===== src/rtl/inv_det_divider.sv =====
// Divides the 25 unnormalised inverse entries by the determinant, one entry at a time,
// with a bit-serial restoring divider; results are Q(W-FRAC).FRAC, saturated, streamed out.
module inv_det_divider #(
   parameter int unsigned W    = 20,
   parameter int unsigned FRAC = 10
) (
   input  logic              clk,
   input  logic              rst,
   input  logic              start,
   input  logic [25*W-1:0]   b_flat,
   input  logic [W-1:0]      det,
   output logic              out_valid,
   input  logic              out_ready,
   output logic [4:0]        out_idx,
   output logic [W-1:0]      out_q,
   output logic              out_sat,
   output logic              busy,
   output logic              done,
   output logic              dz_err
);

   localparam int unsigned N  = W + FRAC;
   localparam int unsigned CW = $clog2(N + 1);

   localparam logic [N-1:0] MaxPosMag = {{(N-W+1){1'b0}}, {(W-1){1'b1}}};
   localparam logic [N-1:0] MaxNegMag = {{(N-W){1'b0}}, 1'b1, {(W-1){1'b0}}};

   typedef enum logic [1:0] {StIdle, StLoad, StDiv, StOut} state_e;

   state_e state_q, state_d;

   logic [25*W-1:0] b_q;
   logic [W-1:0]    det_q;
   logic [4:0]      idx_q;
   logic [N-1:0]    dvd_q;
   logic [N-1:0]    quo_q;
   logic [W-1:0]    dvs_q;
   logic [W-1:0]    rem_q;
   logic            sign_q;
   logic [CW-1:0]   cnt_q;
   logic [W-1:0]    q_q;
   logic            sat_q;
   logic            done_q;
   logic            dz_q;

   logic [W-1:0] b_sel, b_abs, det_abs;
   logic [W:0]   rem_sh;
   logic         ge;
   logic [W-1:0] rem_nx;
   logic [N-1:0] quo_nx;
   logic [W-1:0] q_nx;
   logic         sat_nx;
   logic         last_step;

   assign b_sel   = b_q[idx_q*W +: W];
   // |-2^(W-1)| wraps to 2^(W-1), which is correct when read as unsigned
   assign b_abs   = b_sel[W-1] ? (~b_sel + W'(1)) : b_sel;
   assign det_abs = det_q[W-1] ? (~det_q + W'(1)) : det_q;

   assign rem_sh    = {rem_q, dvd_q[N-1]};
   assign ge        = rem_sh >= {1'b0, dvs_q};
   assign rem_nx    = ge ? W'(rem_sh - {1'b0, dvs_q}) : rem_sh[W-1:0];
   assign quo_nx    = {quo_q[N-2:0], ge};
   assign last_step = (cnt_q == CW'(N - 1));

   always_comb begin
      sat_nx = 1'b0;
      q_nx   = quo_nx[W-1:0];
      if (!sign_q) begin
         if (quo_nx > MaxPosMag) begin
            sat_nx = 1'b1;
            q_nx   = {1'b0, {(W-1){1'b1}}};
         end
      end else if (quo_nx > MaxNegMag) begin
         sat_nx = 1'b1;
         q_nx   = {1'b1, {(W-1){1'b0}}};
      end else begin
         q_nx = ~quo_nx[W-1:0] + W'(1);
      end
   end

   always_ff @(posedge clk) begin
      if (rst) state_q <= StIdle;
      else     state_q <= state_d;
   end

   always_comb begin
      state_d = state_q;
      case (state_q)
         StIdle:  if (start && det != '0) state_d = StLoad;
         StLoad:  state_d = StDiv;
         StDiv:   if (last_step) state_d = StOut;
         StOut:   if (out_ready) state_d = (idx_q == 5'd24) ? StIdle : StLoad;
         default: state_d = StIdle;
      endcase
   end

   always_ff @(posedge clk) begin
      if (rst) begin
         b_q    <= '0;
         det_q  <= '0;
         idx_q  <= '0;
         dvd_q  <= '0;
         quo_q  <= '0;
         dvs_q  <= '0;
         rem_q  <= '0;
         sign_q <= 1'b0;
         cnt_q  <= '0;
         q_q    <= '0;
         sat_q  <= 1'b0;
         done_q <= 1'b0;
         dz_q   <= 1'b0;
      end else begin
         done_q <= 1'b0;
         case (state_q)
            StIdle: begin
               if (start) begin
                  if (det == '0) begin
                     dz_q   <= 1'b1;
                     done_q <= 1'b1;
                  end else begin
                     b_q   <= b_flat;
                     det_q <= det;
                     dz_q  <= 1'b0;
                     idx_q <= '0;
                  end
               end
            end
            StLoad: begin
               dvd_q  <= {b_abs, {FRAC{1'b0}}};
               dvs_q  <= det_abs;
               sign_q <= b_sel[W-1] ^ det_q[W-1];
               rem_q  <= '0;
               quo_q  <= '0;
               cnt_q  <= '0;
            end
            StDiv: begin
               dvd_q <= dvd_q << 1;
               rem_q <= rem_nx;
               quo_q <= quo_nx;
               cnt_q <= cnt_q + CW'(1);
               if (last_step) begin
                  q_q   <= q_nx;
                  sat_q <= sat_nx;
               end
            end
            StOut: begin
               if (out_ready) begin
                  if (idx_q == 5'd24) done_q <= 1'b1;
                  else                idx_q  <= idx_q + 5'd1;
               end
            end
            default: ;
         endcase
      end
   end

   assign out_valid = (state_q == StOut);
   assign out_idx   = idx_q;
   assign out_q     = q_q;
   assign out_sat   = sat_q;
   assign busy      = (state_q != StIdle);
   assign done      = done_q;
   assign dz_err    = dz_q;

endmodule


===== config.mk =====
export PLATFORM = sky130hd
export DESIGN_NAME = inv_det_divider
export DESIGN_NICKNAME = d
export VERILOG_FILES = /design/src/rtl/inv_det_divider.sv
export SDC_FILE = /design/constraint.sdc
export NUM_CORES = 2
export LEC_CHECK = 0
export BUFFER_PORTS_ARGS = -buffer_cell sky130_fd_sc_hd__buf_2
export CORE_ASPECT_RATIO = 0.6
export CORE_MARGIN = 2
export CORE_UTILIZATION = 37
export CTS_CLUSTER_SIZE = 30
export DETAILED_ROUTE_END_ITERATION = 12
export SLEW_MARGIN = 5
export SYNTH_ARGS = -nofsm -noshare
export SYNTH_HDL_FRONTEND = slang
export SYNTH_SLANG_ARGS = --single-unit

===== constraint.sdc =====
create_clock -name clk -period 5.7 [get_ports clk]
set_clock_uncertainty 0.2 [all_clocks]
set_input_delay 1.425 -clock clk [delete_from_list [all_inputs] [get_ports clk]]
set_output_delay 1.425 -clock clk [all_outputs]
set_load 0.01 [all_outputs]

# After elaboration in Yosys (flattened, before gate mapping)
# Cells that the tools add are included.
# Widths: inputs -> output; s select.
# classes
order_cmp,3
n_reduce_logical,12
n_mul,1
mux,28
eq_ne,11
add_sub_neg,6
n_bitwise,5
n_shift,1
# ops
cell,n
$shiftx 500x11->20,1
$mux 20,6
$add 20x1->20 const B,3
$not 20->20,3
$pmux 30 s2,1
$pmux 29 s2,1
$pmux 20 s2,1
$gt 30x19->1 const B,1
$gt 30x20->1 const B,1
$ge 21x20->1,1
$logic_not 20->1,1
$mux 5,4
$pmux 5 s2,2
$reduce_bool 20->1,1
$sub 20x20->20,1
$add 5x1->5 const B,2
$eq 5x5->1 const B,2
$ne 2x2->1 const B,5
$mul 5x3->8 const B,1
$mux 1,8
$pmux 2 s4,1
$mux 2,3
$reduce_and 3->1,2
$reduce_bool 2->1,3
other kinds (10),12
# totals
register_bits,655
word_cells,81
in_bits,524
output_inout_bits,30

# Longest topological paths before layout
# depth
word_depth,6
ltp_mapped,22
depth_no_buf,20

# Worst setup path after synthesis
# Ideal clock, no wire load.
# synth_timing
path_kind,register -> register
from,reg dvs_q[14]
to,reg q_q[16] (netlist: out_q[16])
path_slack_ps,1224
t_required_ps,5422
path_buffers,2
period_less_slack_ps,4476
stages_incl_launch_ff,23
arrival_ps,4198
setup_ps,78
path_cell_list,dfxtp_1 -> inv_1 -> ha_1 -> a21o_1 -> a21o_1 -> a21o_1 -> a21o_1 -> a21o_1 -> a211o_1 -> o21bai_1 -> clkinv_1 -> buf_1 -> ha_1 -> inv_1 -> nor3_1 -> nand2_1 -> o21ai_1 -> and2b_1 -> nand2_1 -> clkbuf_1 -> o31ai_1 -> a21oi_1 -> nor3_1
# synth_between
elab_chain_cells,5
elab_cells_between_ends,8
cone_classes,add/sub (1); order compare (3); mux (3); bitwise (1)
# synth_rtl
item,line_no,rtl
"start, declared",37,logic [W-1:0] dvs_q;
"start signal, assigned",131,dvs_q <= det_abs;
$ge 21x20->1 *,61,"assign ge = rem_sh >= {1'b0, dvs_q};"
$not 20->20,78,q_nx = ~quo_nx[W-1:0] + W'(1);
$add 20x1->20,78,
$mux 20,74,end else if (quo_nx > MaxNegMag) begin
$mux 20 *,69,if (!sign_q) begin
"end signal, assigned",143,q_q <= q_nx;
"end, declared",41,logic [W-1:0] q_q;
# Mark *: on every way between the ends. The rest lies on a longest branch, timed or not.
# A chain may end at the register's enable or synchronous reset.

# Final worst setup path
# layout_timing
from,reg dvs_q[1]
to,reg q_q[7] (netlist: out_q[7])
# Same word-level chain as after synthesis.

==> results.txt <==
status - finished, final reports clean
clock period minus worst slack - 5.18 ns
Synth cell types - 82
Die Height - 220 um
drt pass-1 iters - 7
crit start category - flip-flop
RePlAce Congestion - 0.899
Area Overhead vs Synth - 20.5%
Setup crit start - dvs_q[1]
wire length per cell - 21.5 um
hold slack final - 0.251 ns
power density over the cells - 459 nW/um^2
Num Clock Sinks - 645
worst ir drop on vdd - 0.195 mV
IO Port Bufs - 553
RSZ-0062 raised after global routing - no
Post-synth EDFFs - 0
Worst-Skew Late Latency - 0.62 ns
HP Start - b_q[456]
ANT nets after route - 0
CTS tree - built
syn nets - 4022
clk slew on worst S/H paths - 0.06 ns
asr flop ratio synth - 0
Pins Over Slew Limit - 0
Reg2Reg Depth - 19
total global routing overflow - 0
largest net degree at the start of global routing - 180
dpl hpwl - 78400 um
H-Tree Depth - 3
Max Cap Viol - 0
crit path kind - reg -> reg
Seq/Total Area, Yosys - 0.449
Fill cells - 7700
io pins - 554
Std-Cell Rows - 79
synthesized area - 28700 sq um
Num CTS Buffers - 67
GRT Total Usage - 0.261
clock buffer depth - 3
Final Hold Violating Endpoints - 0
Gates resized, CTS repair - 0
Core Region - 77200 sq um
Slew headroom - 0.237
Overall Power - 0.0159 W
dominant synthesized flop cell - dfxtp_1
Routed WL - 108000 um
vias in the first global route - 24500
Critical Path AT - 5.51 ns
Final setup viols - 0
vias - 26800
DIE WIDTH - 364 um
Starting Density - 0.372
r2r startpoint - dvs_q[1]
DRT iter0 DRCs - 2844
FMAX - 193 MHz
# hold bufs at CTS - 0
FF-to-FF End - out_q[7]
DRC - 0
first-pass GRT wire length - 157000 um
Worst EP required - 6.03 ns
final net count - 4431
fraction of layout cells with a size suffix above 1 - 0.217
Gate Count Post-Synth - 3466
Hold WC Path Type - reg -> reg
DIE AREA - 80000 sq um
crit end category - flip-flop
leakage - 13.6 nW
Warnings, synthesis - 0
Post-Route Setup TNS - 0 ns
worst setup path endpoint - out_q[7]
Yosys reg bits - 645
crit share post-route - 0.908
initial antenna violation count - 35
worst setup margin - 0.524 ns
critical path fanouts, max - 18
Slew @ Worst Pin - 1.14 ns
DR vias/cell - 5.35
clock root buffer - clkbuf_16
worst reg2reg setup slack - 0.52 ns
mean area per synthesized cell - 8.29 sq um
pre-CTS setup slack - 0.554 ns
postcts setup bufs - 0
==> power breakdown <==
| part | switching [W] | total, W | internal (W) |
|---|---|---|---|
| combinational | 0.00349 | 0.00552 | 0.00203 |
| clock | 0.00196 | 0.00463 | 0.00267 |
| sequential | 0.000534 | 0.00574 | 0.00521 |
==> cell type report <==
class / count / area [sq um] / share of cell area
Multi-Input combinational cell: 2510 / 14600 / 0.420
Timing Repair Buffer: 605 / 3320 / 0.0959
Clock buffer: 97 / 1980 / 0.0573
Antenna cell: 19 / 47.5 / 0.00137
Inverter: 46 / 173 / 0.00499
Tap cell: 1053 / 1320 / 0.0381
Clock inverter: 24 / 297 / 0.00857
Sequential cell: 645 / 12900 / 0.373
==> cell families after synthesis <==
logic type,synth area share
AND/OR/NAND/NOR,0.194
XOR/XNOR,0.0158
multiplexers,0.105
adder cells (fa/ha/maj),0.0142
AO/OA/AOI/OAI,0.176
buffers and inverters,0.0459
flip-flops,0.449
==> cell usage in the layout, fill, tap and decap left out, drive strengths merged, types with 21 or more instances in the layout <==
master / n
a21oi: 587
xnor2: 21
mux4: 99
nor2: 103
inv: 44
nor3: 25
xor2: 31
clkbuf: 97
o21ai: 73
dfxtp: 645
nand2: 1129
mux2: 22
a211oi: 27
a22o: 35
buf: 605
nand3: 21
ha: 31
mux2i: 52
==> flip-flops by register name, summed over array words and instances, names as in the netlist <==
name     cells
b_q        500
cnt_q        5
det_q       20
done         1
dvd_q       20
dvs_q       20
dz_err       1
out_idx      5
out_q       20
out_sat      1
quo_q       29
rem_q       20
sign_q       1
state_q      2
==> through the flow <==
step	cells	utilization	instance area (sq um)
floorplan	3466	-	28700
global placement	4859	0.418	32300
detailed placement	4859	0.418	32300
CTS	4980	0.448	34600
global route	4990	0.448	34600
finish	4999	0.448	34600
==> synthesized netlist by cell type (5+ instances only) <==
library cell  instances  area (sq um)
nor2b_1              15          93.8
buf_1                 9          33.8
a21o_1                9          67.6
o31ai_1              12          90.1
o41ai_1               7          61.3
and3_1                6          37.5
o21ai_0              68           340
mux4_2               96          2160
o21bai_1              5          37.5
a32oi_1               8          70.1
mux2i_1              52           521
inv_1                42           158
a22oi_1              18           135
nor4_1                9          56.3
nor3b_1               8          60.1
nor3_1               25           125
a31oi_1              16           100
o21ai_1               5          25.0
mux2_2               21           236
dfxtp_1             645         12900
or4_1                 7          52.6
ha_1                 31           388
a211oi_1             26           195
nand4_1              10          62.6
xnor2_1              21           184
a21oi_1             587          2940
nand3_1              21           105
nor2_1              103           387
a221oi_1             12           105
nand2b_1             16           100
a22o_1               35           307
clkbuf_1            221           830
buf_4                 6          45.0
o221ai_1              8          70.1
buf_2                18          90.1
nand2_1            1129          4240
or3_1                14          87.6
buf_6                 7          78.8
xor2_1               31           272
o22ai_1               8          50.1
==> worst min-delay path by stage <==
| stage | endpoint | slack (ns) | cells after the start |
|---|---|---|---|
| finish | b_q[456] | 0.25 | 2 |
| global placement | b_q[80] | 0.24 | 2 |
| floorplan | dvd_q[27] | 0.22 | 2 |
| global route | b_q[101] | 0.26 | 2 |
| detailed placement | b_q[193] | 0.24 | 2 |
| CTS | b_q[193] | 0.25 | 2 |
==> routing by layer <==
metal,part of all wire,vias to the layer above,track usage
met5,0.0015,-,0
li1,-,12800,-
met4,0.016,24,0.0589
met3,0.080,128,0.0585
met1,0.49,12900,0.393
met2,0.42,949,0.377
==> worst max-delay path, cell delays in order, from the launching register on <==
cell	delay, ns
dfxtp_1	0.39
inv_1	0.06
ha_1	0.30
nor2b_1	0.13
o21ai_0	0.18
a21boi_0	0.14
o21ai_0	0.17
nand2b_1	0.17
a2111oi_0	0.61
o21bai_1	0.22
clkinv_1	0.10
ha_1	0.16
inv_1	0.11
nor3_1	0.38
nand2_1	0.15
o21ai_1	0.18
and2b_1	0.23
nand2_1	0.43
or3_1	0.53
a311oi_1	0.25
No activity file was read; power rests on OpenSTA's default activity.
